## config.mk

```make
export PLATFORM = sky130hd
export DESIGN_NAME = mem_bus_arbiter
export DESIGN_NICKNAME = d
export VERILOG_FILES = /design/src/rtl/mem_bus_arbiter.sv
export SDC_FILE = /design/constraint.sdc
export NUM_CORES = 1
export LEC_CHECK = 0
export CORE_AREA = 10 10 120 122
export CTS_BUF_LIST = sky130_fd_sc_hd__clkbuf_2
export CTS_CLUSTER_DIAMETER = 80
export CTS_CLUSTER_SIZE = 28
export DETAILED_ROUTE_END_ITERATION = 8
export DIE_AREA = 0 0 130 132
export GPL_TIMING_DRIVEN = 0
export HOLD_SLACK_MARGIN = 0.15
export PLACE_DENSITY = 0.86
export SKIP_CTS_REPAIR_TIMING = 1
export SLEW_MARGIN = 20
export SYNTH_ARGS = -nofsm -noshare
export SYNTH_HDL_FRONTEND = slang
export SYNTH_SLANG_ARGS = --single-unit
```

## constraint.sdc

```tcl
create_clock -name clk -period 1.95 [get_ports clk]
set_clock_uncertainty 0.15 [all_clocks]
set_input_delay 0.39 -clock clk [delete_from_list [all_inputs] [get_ports clk]]
set_output_delay 0.39 -clock clk [all_outputs]
set_load 0.1 [all_outputs]
```

## src/rtl/mem_bus_arbiter.sv

```systemverilog
// Purpose: round-robin two-master arbiter onto the shared data-side memory bus (RAM, boot ROM port 2, GPO).
// Latency: write ack 1 cycle after the request is seen in IDLE; read ack and data 2 cycles after it.
// Backpressure: a master holds req until its ack; requests that arrive mid-transfer wait for the next IDLE.
module mem_bus_arbiter #(
    parameter int ADDR_W  = 10,
    parameter int DATA_W  = 32,
    parameter int WIDTH_W = 4
) (
    input  logic               clk,
    input  logic               rst,
    input  logic               m0_req,
    input  logic               m0_write,
    input  logic [ADDR_W-1:0]  m0_addr,
    input  logic [DATA_W-1:0]  m0_wdata,
    input  logic [WIDTH_W-1:0] m0_width,
    output logic               m0_ack,
    output logic [DATA_W-1:0]  m0_rdata,
    input  logic               m1_req,
    input  logic               m1_write,
    input  logic [ADDR_W-1:0]  m1_addr,
    input  logic [DATA_W-1:0]  m1_wdata,
    input  logic [WIDTH_W-1:0] m1_width,
    output logic               m1_ack,
    output logic [DATA_W-1:0]  m1_rdata,
    output logic [ADDR_W-1:0]  mem_addr,
    output logic [DATA_W-1:0]  mem_wdata,
    output logic [WIDTH_W-1:0] mem_width,
    output logic               mem_write,
    input  logic [DATA_W-1:0]  rom_rdata,
    input  logic [DATA_W-1:0]  ram_rdata,
    output logic               busy
);

    // Address bit 9 splits the map: 0 = boot ROM, 1 = data RAM.
    localparam int RAM_SEL_BIT = 9;

    typedef enum logic [1:0] {
        IDLE  = 2'd0,
        ISSUE = 2'd1,
        RDATA = 2'd2
    } state_t;

    state_t              state_q, state_d;
    logic                owner_q, owner_d;
    logic                last_q, last_d;
    logic                sel_ram_q, sel_ram_d;
    logic [DATA_W-1:0]   m0_rdata_q, m0_rdata_d;
    logic [DATA_W-1:0]   m1_rdata_q, m1_rdata_d;

    logic                own_write;
    logic [ADDR_W-1:0]   own_addr;
    logic [DATA_W-1:0]   own_wdata;
    logic [WIDTH_W-1:0]  own_width;
    logic [DATA_W-1:0]   rd_mux;
    logic                winner;
    logic                ack;

    // Owner's request fields, selected once so the FSM body stays master-agnostic.
    assign own_write = owner_q ? m1_write : m0_write;
    assign own_addr  = owner_q ? m1_addr  : m0_addr;
    assign own_wdata = owner_q ? m1_wdata : m0_wdata;
    assign own_width = owner_q ? m1_width : m0_width;

    // Memories return data one cycle after the address, so the region chosen in ISSUE steers RDATA.
    assign rd_mux = sel_ram_q ? ram_rdata : rom_rdata;

    // On a tie the master that did not win last time gets the bus; otherwise the lone requester wins.
    assign winner = (m0_req && m1_req) ? ~last_q : m1_req;

    assign busy = (state_q != IDLE);

    // Next-state, bus drive and read-data capture; reset masks ack, strobe and data capture in the same cycle.
    always_comb begin
        state_d    = state_q;
        owner_d    = owner_q;
        last_d     = last_q;
        sel_ram_d  = sel_ram_q;
        m0_rdata_d = m0_rdata_q;
        m1_rdata_d = m1_rdata_q;
        ack        = 1'b0;
        mem_addr   = '0;
        mem_wdata  = '0;
        mem_width  = '0;
        mem_write  = 1'b0;

        case (state_q)
            IDLE: begin
                if (m0_req || m1_req) begin
                    owner_d = winner;
                    last_d  = winner;
                    state_d = ISSUE;
                end
            end
            ISSUE: begin
                mem_addr  = own_addr;
                mem_wdata = own_wdata;
                mem_width = own_width;
                mem_write = own_write;
                sel_ram_d = own_addr[RAM_SEL_BIT];
                if (own_write) begin
                    ack     = 1'b1;
                    state_d = IDLE;
                end else begin
                    state_d = RDATA;
                end
            end
            RDATA: begin
                mem_addr = own_addr;
                ack      = 1'b1;
                if (owner_q) begin
                    m1_rdata_d = rd_mux;
                end else begin
                    m0_rdata_d = rd_mux;
                end
                state_d = IDLE;
            end
            default: begin
                state_d = IDLE;
            end
        endcase

        // A transfer interrupted by reset is dropped: no ack, no strobe, no data update.
        if (rst) begin
            ack        = 1'b0;
            mem_write  = 1'b0;
            m0_rdata_d = m0_rdata_q;
            m1_rdata_d = m1_rdata_q;
        end
    end

    // Only the owner ever sees an ack.
    assign m0_ack = ack && !owner_q;
    assign m1_ack = ack &&  owner_q;

    // Read data is visible in the ack cycle itself and then held by the register.
    assign m0_rdata = m0_rdata_d;
    assign m1_rdata = m1_rdata_d;

    // State and data registers; last resets to 1 so master 0 wins the first tie.
    always_ff @(posedge clk) begin
        if (rst) begin
            state_q    <= IDLE;
            owner_q    <= 1'b0;
            last_q     <= 1'b1;
            sel_ram_q  <= 1'b0;
            m0_rdata_q <= '0;
            m1_rdata_q <= '0;
        end else begin
            state_q    <= state_d;
            owner_q    <= owner_d;
            last_q     <= last_d;
            sel_ram_q  <= sel_ram_d;
            m0_rdata_q <= m0_rdata_d;
            m1_rdata_q <= m1_rdata_d;
        end
    end

endmodule

```

==> impl_metrics.prom <==
# TYPE chip_impl_metric gauge
chip_impl_info{name="r2r-end",value="m0_rdata_q[11]"} 1
chip_impl_info{name="netlist_top_cells_count",value="98 x sky130_fd_sc_hd__nor2_1, 78 x sky130_fd_sc_hd__mux2i_1, 69 x sky130_fd_sc_hd__dfxtp_1"} 1
chip_impl_metric{name="slowest_delay",unit="ps"} 420
chip_impl_info{name="violations",value="negative setup slack"} 1
chip_impl_metric{name="worst_slew_pin_slew",unit="ps"} 649.4
chip_impl_metric{name="first_global_vias",unit=""} 5462
chip_impl_info{name="rsz0062_at_grt",value="yes"} 1
chip_impl_info{name="timing.hold.worst_endpoint",value="state_q[1]"} 1
chip_impl_metric{name="grt_usage",unit="%"} 22.51
chip_impl_metric{name="vias",unit=""} 6207
chip_impl_info{name="root_buffer_master",value="sky130_fd_sc_hd__clkbuf_2"} 1
chip_impl_metric{name="maximum_number_of_pins_on_one_net_before_global_route_repair",unit=""} 12
chip_impl_metric{name="cap_violations",unit=""} 0
chip_impl_metric{name="setup_viol",unit=""} 114
chip_impl_metric{name="synthCells",unit=""} 529
chip_impl_metric{name="ys_seq_elements",unit=""} 69
chip_impl_metric{name="cp.arrival",unit="ps"} 2350
chip_impl_metric{name="gr-total-overflow",unit=""} 0
chip_impl_metric{name="clock_insertion_delay_worst_skew",unit="ps"} 570
chip_impl_metric{name="die_height",unit="µm"} 132
chip_impl_metric{name="place.port_buffers",unit=""} 274
chip_impl_metric{name="peakVddDrop",unit="V"} 0.0003409
chip_impl_info{name="dominantRegCellSynth",value="sky130_fd_sc_hd__dfxtp_1"} 1
chip_impl_info{name="synth.top_cells.by_area",value="sky130_fd_sc_hd__dfxtp_1 31%, sky130_fd_sc_hd__mux2i_1 18%, sky130_fd_sc_hd__a211oi_2 9.3%"} 1
chip_impl_metric{name="top_level_ports",unit=""} 276
chip_impl_metric{name="synth_compound_area_share",unit="%"} 22.58
chip_impl_metric{name="viasPerCell",unit=""} 6.015
chip_impl_info{name="setup.worst_path.start_class",value="register"} 1
chip_impl_metric{name="max-slew-margin-rel",unit="%"} 56.71
chip_impl_metric{name="globalplace.congestion",unit=""} 0.8114
chip_impl_metric{name="drt_iter0_drc",unit=""} 580
chip_impl_metric{name="die_width",unit="µm"} 130
chip_impl_metric{name="mappedNetlistArea",unit="µm²"} 4444
chip_impl_metric{name="post-route-period-util",unit="%"} 148.0
chip_impl_metric{name="tritoncts_num_sinks",unit=""} 69
chip_impl_metric{name="ys_warn_count",unit=""} 0
chip_impl_metric{name="max-clock-path-buffers",unit=""} 2
chip_impl_metric{name="post_synth_mux_area_share",unit="%"} 17.91
chip_impl_info{name="reg2reg_from",value="state_q[0]"} 1
chip_impl_metric{name="synth_adder_area_share",unit="%"} 0.8446
chip_impl_metric{name="dp.cells",unit=""} 950
chip_impl_metric{name="fin_hold_ws",unit="ps"} 88.43
chip_impl_info{name="critPathKind",value="reg -> out"} 1
chip_impl_metric{name="layout_cell_share_with_drive_strength_beyond_1",unit="%"} 56.45
chip_impl_metric{name="wire_length_of_the_first_global_routing_pass",unit="µm"} 30580
chip_impl_info{name="worst_hold_startpoint",value="rst"} 1
chip_impl_metric{name="fp.dieArea",unit="µm²"} 17160
chip_impl_metric{name="initial_utilization",unit="%"} 37.31
chip_impl_info{name="outcome",value="finished with violations"} 1
chip_impl_metric{name="stdcell_count",unit=""} 1032
chip_impl_info{name="worstPathCellList",value="inv_4 -> ha_4 -> nor3b_4 -> buf_6 -> buf_8 -> nor2_2 -> a21oi_4 -> buf_12"} 1
chip_impl_metric{name="clock_pin_transition_on_the_worst_setup_and_hold_timing_paths",unit="ps"} 240
chip_impl_info{name="holdCritPathClass",value="in -> reg"} 1
chip_impl_metric{name="area_delta_synth_final",unit="%"} 151.3
chip_impl_metric{name="yosys.cell_types.count",unit=""} 30
chip_impl_metric{name="r2r_cells",unit=""} 7
chip_impl_metric{name="syn_area_per_cell",unit="µm²"} 8.401
chip_impl_metric{name="drt.antenna.violating_nets",unit=""} 0
chip_impl_metric{name="setup_slack",unit="ps"} -935.6
chip_impl_metric{name="crit_buf_inv",unit=""} 4
chip_impl_metric{name="power.static_leakage",unit="nW"} 4.004
chip_impl_metric{name="cts_inserted_buffers",unit=""} 9
chip_impl_metric{name="synthXorXnorAreaFrac",unit="%"} 0
chip_impl_metric{name="power_density",unit="nW/µm²"} 534.8
chip_impl_metric{name="ys_async_sr_fraction",unit="%"} 0
chip_impl_metric{name="hpwl",unit="µm"} 16800
chip_impl_info{name="post-synth-top-count-cell",value="sky130_fd_sc_hd__nor2_1"} 1
chip_impl_metric{name="synth_sequential_area_ratio",unit="%"} 31.08
chip_impl_metric{name="final.min_clock_period",unit="ps"} 2886
chip_impl_metric{name="drt-total-wl",unit="µm"} 30930
chip_impl_metric{name="rows",unit=""} 40
chip_impl_metric{name="worstPathMaxFanout",unit=""} 6
chip_impl_metric{name="cts.htree.levels",unit=""} 3
chip_impl_info{name="synth_top_family_by_area",value="compound AO/OA/AOI/OAI gates"} 1
chip_impl_metric{name="first_pass_iters",unit=""} 6
chip_impl_metric{name="fmax",unit="GHz"} 0.3465
chip_impl_metric{name="antenna_violations_before_repair",unit=""} 0
chip_impl_info{name="tritoncts",value="yes"} 1
chip_impl_metric{name="setup.reg_to_reg.worst_slack",unit="ps"} 130
chip_impl_metric{name="worst_ep_required_time",unit="ps"} 1410
chip_impl_metric{name="finalHoldViolCount",unit=""} 0
chip_impl_metric{name="postSynthNetCount",unit=""} 694
chip_impl_info{name="critPathSlowestCell",value="sky130_fd_sc_hd__dfxtp_4"} 1
chip_impl_metric{name="drt-wirelength-per-cell",unit="µm"} 29.97
chip_impl_metric{name="coreArea",unit="µm²"} 11910
chip_impl_metric{name="synth_top_area_share",unit="%"} 31.08
chip_impl_metric{name="synth_simple_gate_area_share",unit="%"} 20.05
chip_impl_info{name="worst_path_dominant_cell_family",value="buffers and inverters"} 1
chip_impl_metric{name="synth-edff-count",unit=""} 0
chip_impl_metric{name="worst_hold_path.num_cells",unit=""} 3
chip_impl_metric{name="max_slew_violations",unit=""} 0
chip_impl_info{name="synth_top_cell_by_area",value="sky130_fd_sc_hd__dfxtp_1"} 1
chip_impl_info{name="endpoint_kind",value="primary output"} 1
chip_impl_metric{name="final_net_count",unit=""} 1044
chip_impl_metric{name="drcViolationCount",unit=""} 0
[per-layer routing]
layer | track usage [%] | part of all wire, %
met3 | 9.775 | 9.6
met4 | 4.938 | 6.7
met1 | 22.85 | 32
met5 | 0 | 0
met2 | 41.07 | 52
[sequential cells by signal, indices dropped and copies added, names as in the netlist]
name	cells
m0_rdata_q	32
sel_ram_q	1
owner_q	1
m1_rdata_q	32
state_q	2
last_q	1
[power breakdown]
group	internal, W	switching [W]	total (W)	leakage [nW]
registers	0.00146	0.0000486	0.00151	0.561
logic	0.00147	0.00210	0.00357	3.37
clock network	0.000310	0.000583	0.000893	0.0759
total	0.00324	0.00274	0.00597	4.00
[per-stage QoR]
step	TNS (ps)	setup slack [ps]	util (%)	total power (W)	area [µm²]
3_3_place_gp	-113440	-1317	72.44	0.004186	8628
2_1_floorplan	-11770	-382.1	-	0.003447	5702
6_report	-76910	-935.6	93.77	0.005974	11170
5_1_grt	-84100	-1016	93.75	0.006087	11170
3_5_place_dp	-115010	-1297	72.44	0.004218	8628
4_1_cts	-182540	-1898	73.35	0.005031	8737
[worst max-delay path by stage]
stage | from | end | slack, ps | depth (start not counted)
floorplan | owner_q | m0_ack | -380 | 4
global placement | m0_write | m1_ack | -1320 | 5
detailed placement | m0_write | m1_ack | -1300 | 5
CTS | state_q[0] | m1_rdata[21] | -1900 | 7
global route | state_q[0] | m0_rdata[22] | -1020 | 8
finish | state_q[0] | m0_rdata[22] | -940 | 8
[cell type report]
cell class,count,area (µm²)
timing repair buffer,339,4289
fill,316,742.0
clock inverter,4,48.80
sequential,69,1391
inverter,4,20.02
buffer,50,621.8
clock buffer,12,60.06
tap,147,183.9
antenna,1,2.502
multi-input combinational,406,4552
[worst min-delay path, delay by kind of cell]
kind,cells,cell delay [ps]
AOI/OAI and AO/OA,1,170
buffers and inverters,1,120
and+or+nand+nor,1,60
[cell families after synthesis]
| family | Yosys count |
|---|---|
| flops | 69 |
| mux | 79 |
| compound gates | 133 |
| buf+inv | 54 |
| fa+ha+maj | 3 |
| simple gates | 191 |
[cells in the final DEF (no fill, tap or decap), drive strengths merged]
cell type,instances
a21oi,33
buf,212
bufinv,1
nand2,36
diode,1
dlygate4sd3,2
mux2,1
ha,3
mux2i,78
and4b,1
nor2,98
nor3,2
a31o,1
nor3b,2
nor4b,2
nor2b,47
clkdlybuf4s50,160
and2,1
a211oi,65
o21ai,32
dfxtp,69
and3,1
a32oi,1
nand3b,1
clkinv,3
o211ai,1
clkbuf,27
inv,4
No activity file was read; power rests on OpenSTA's default activity.
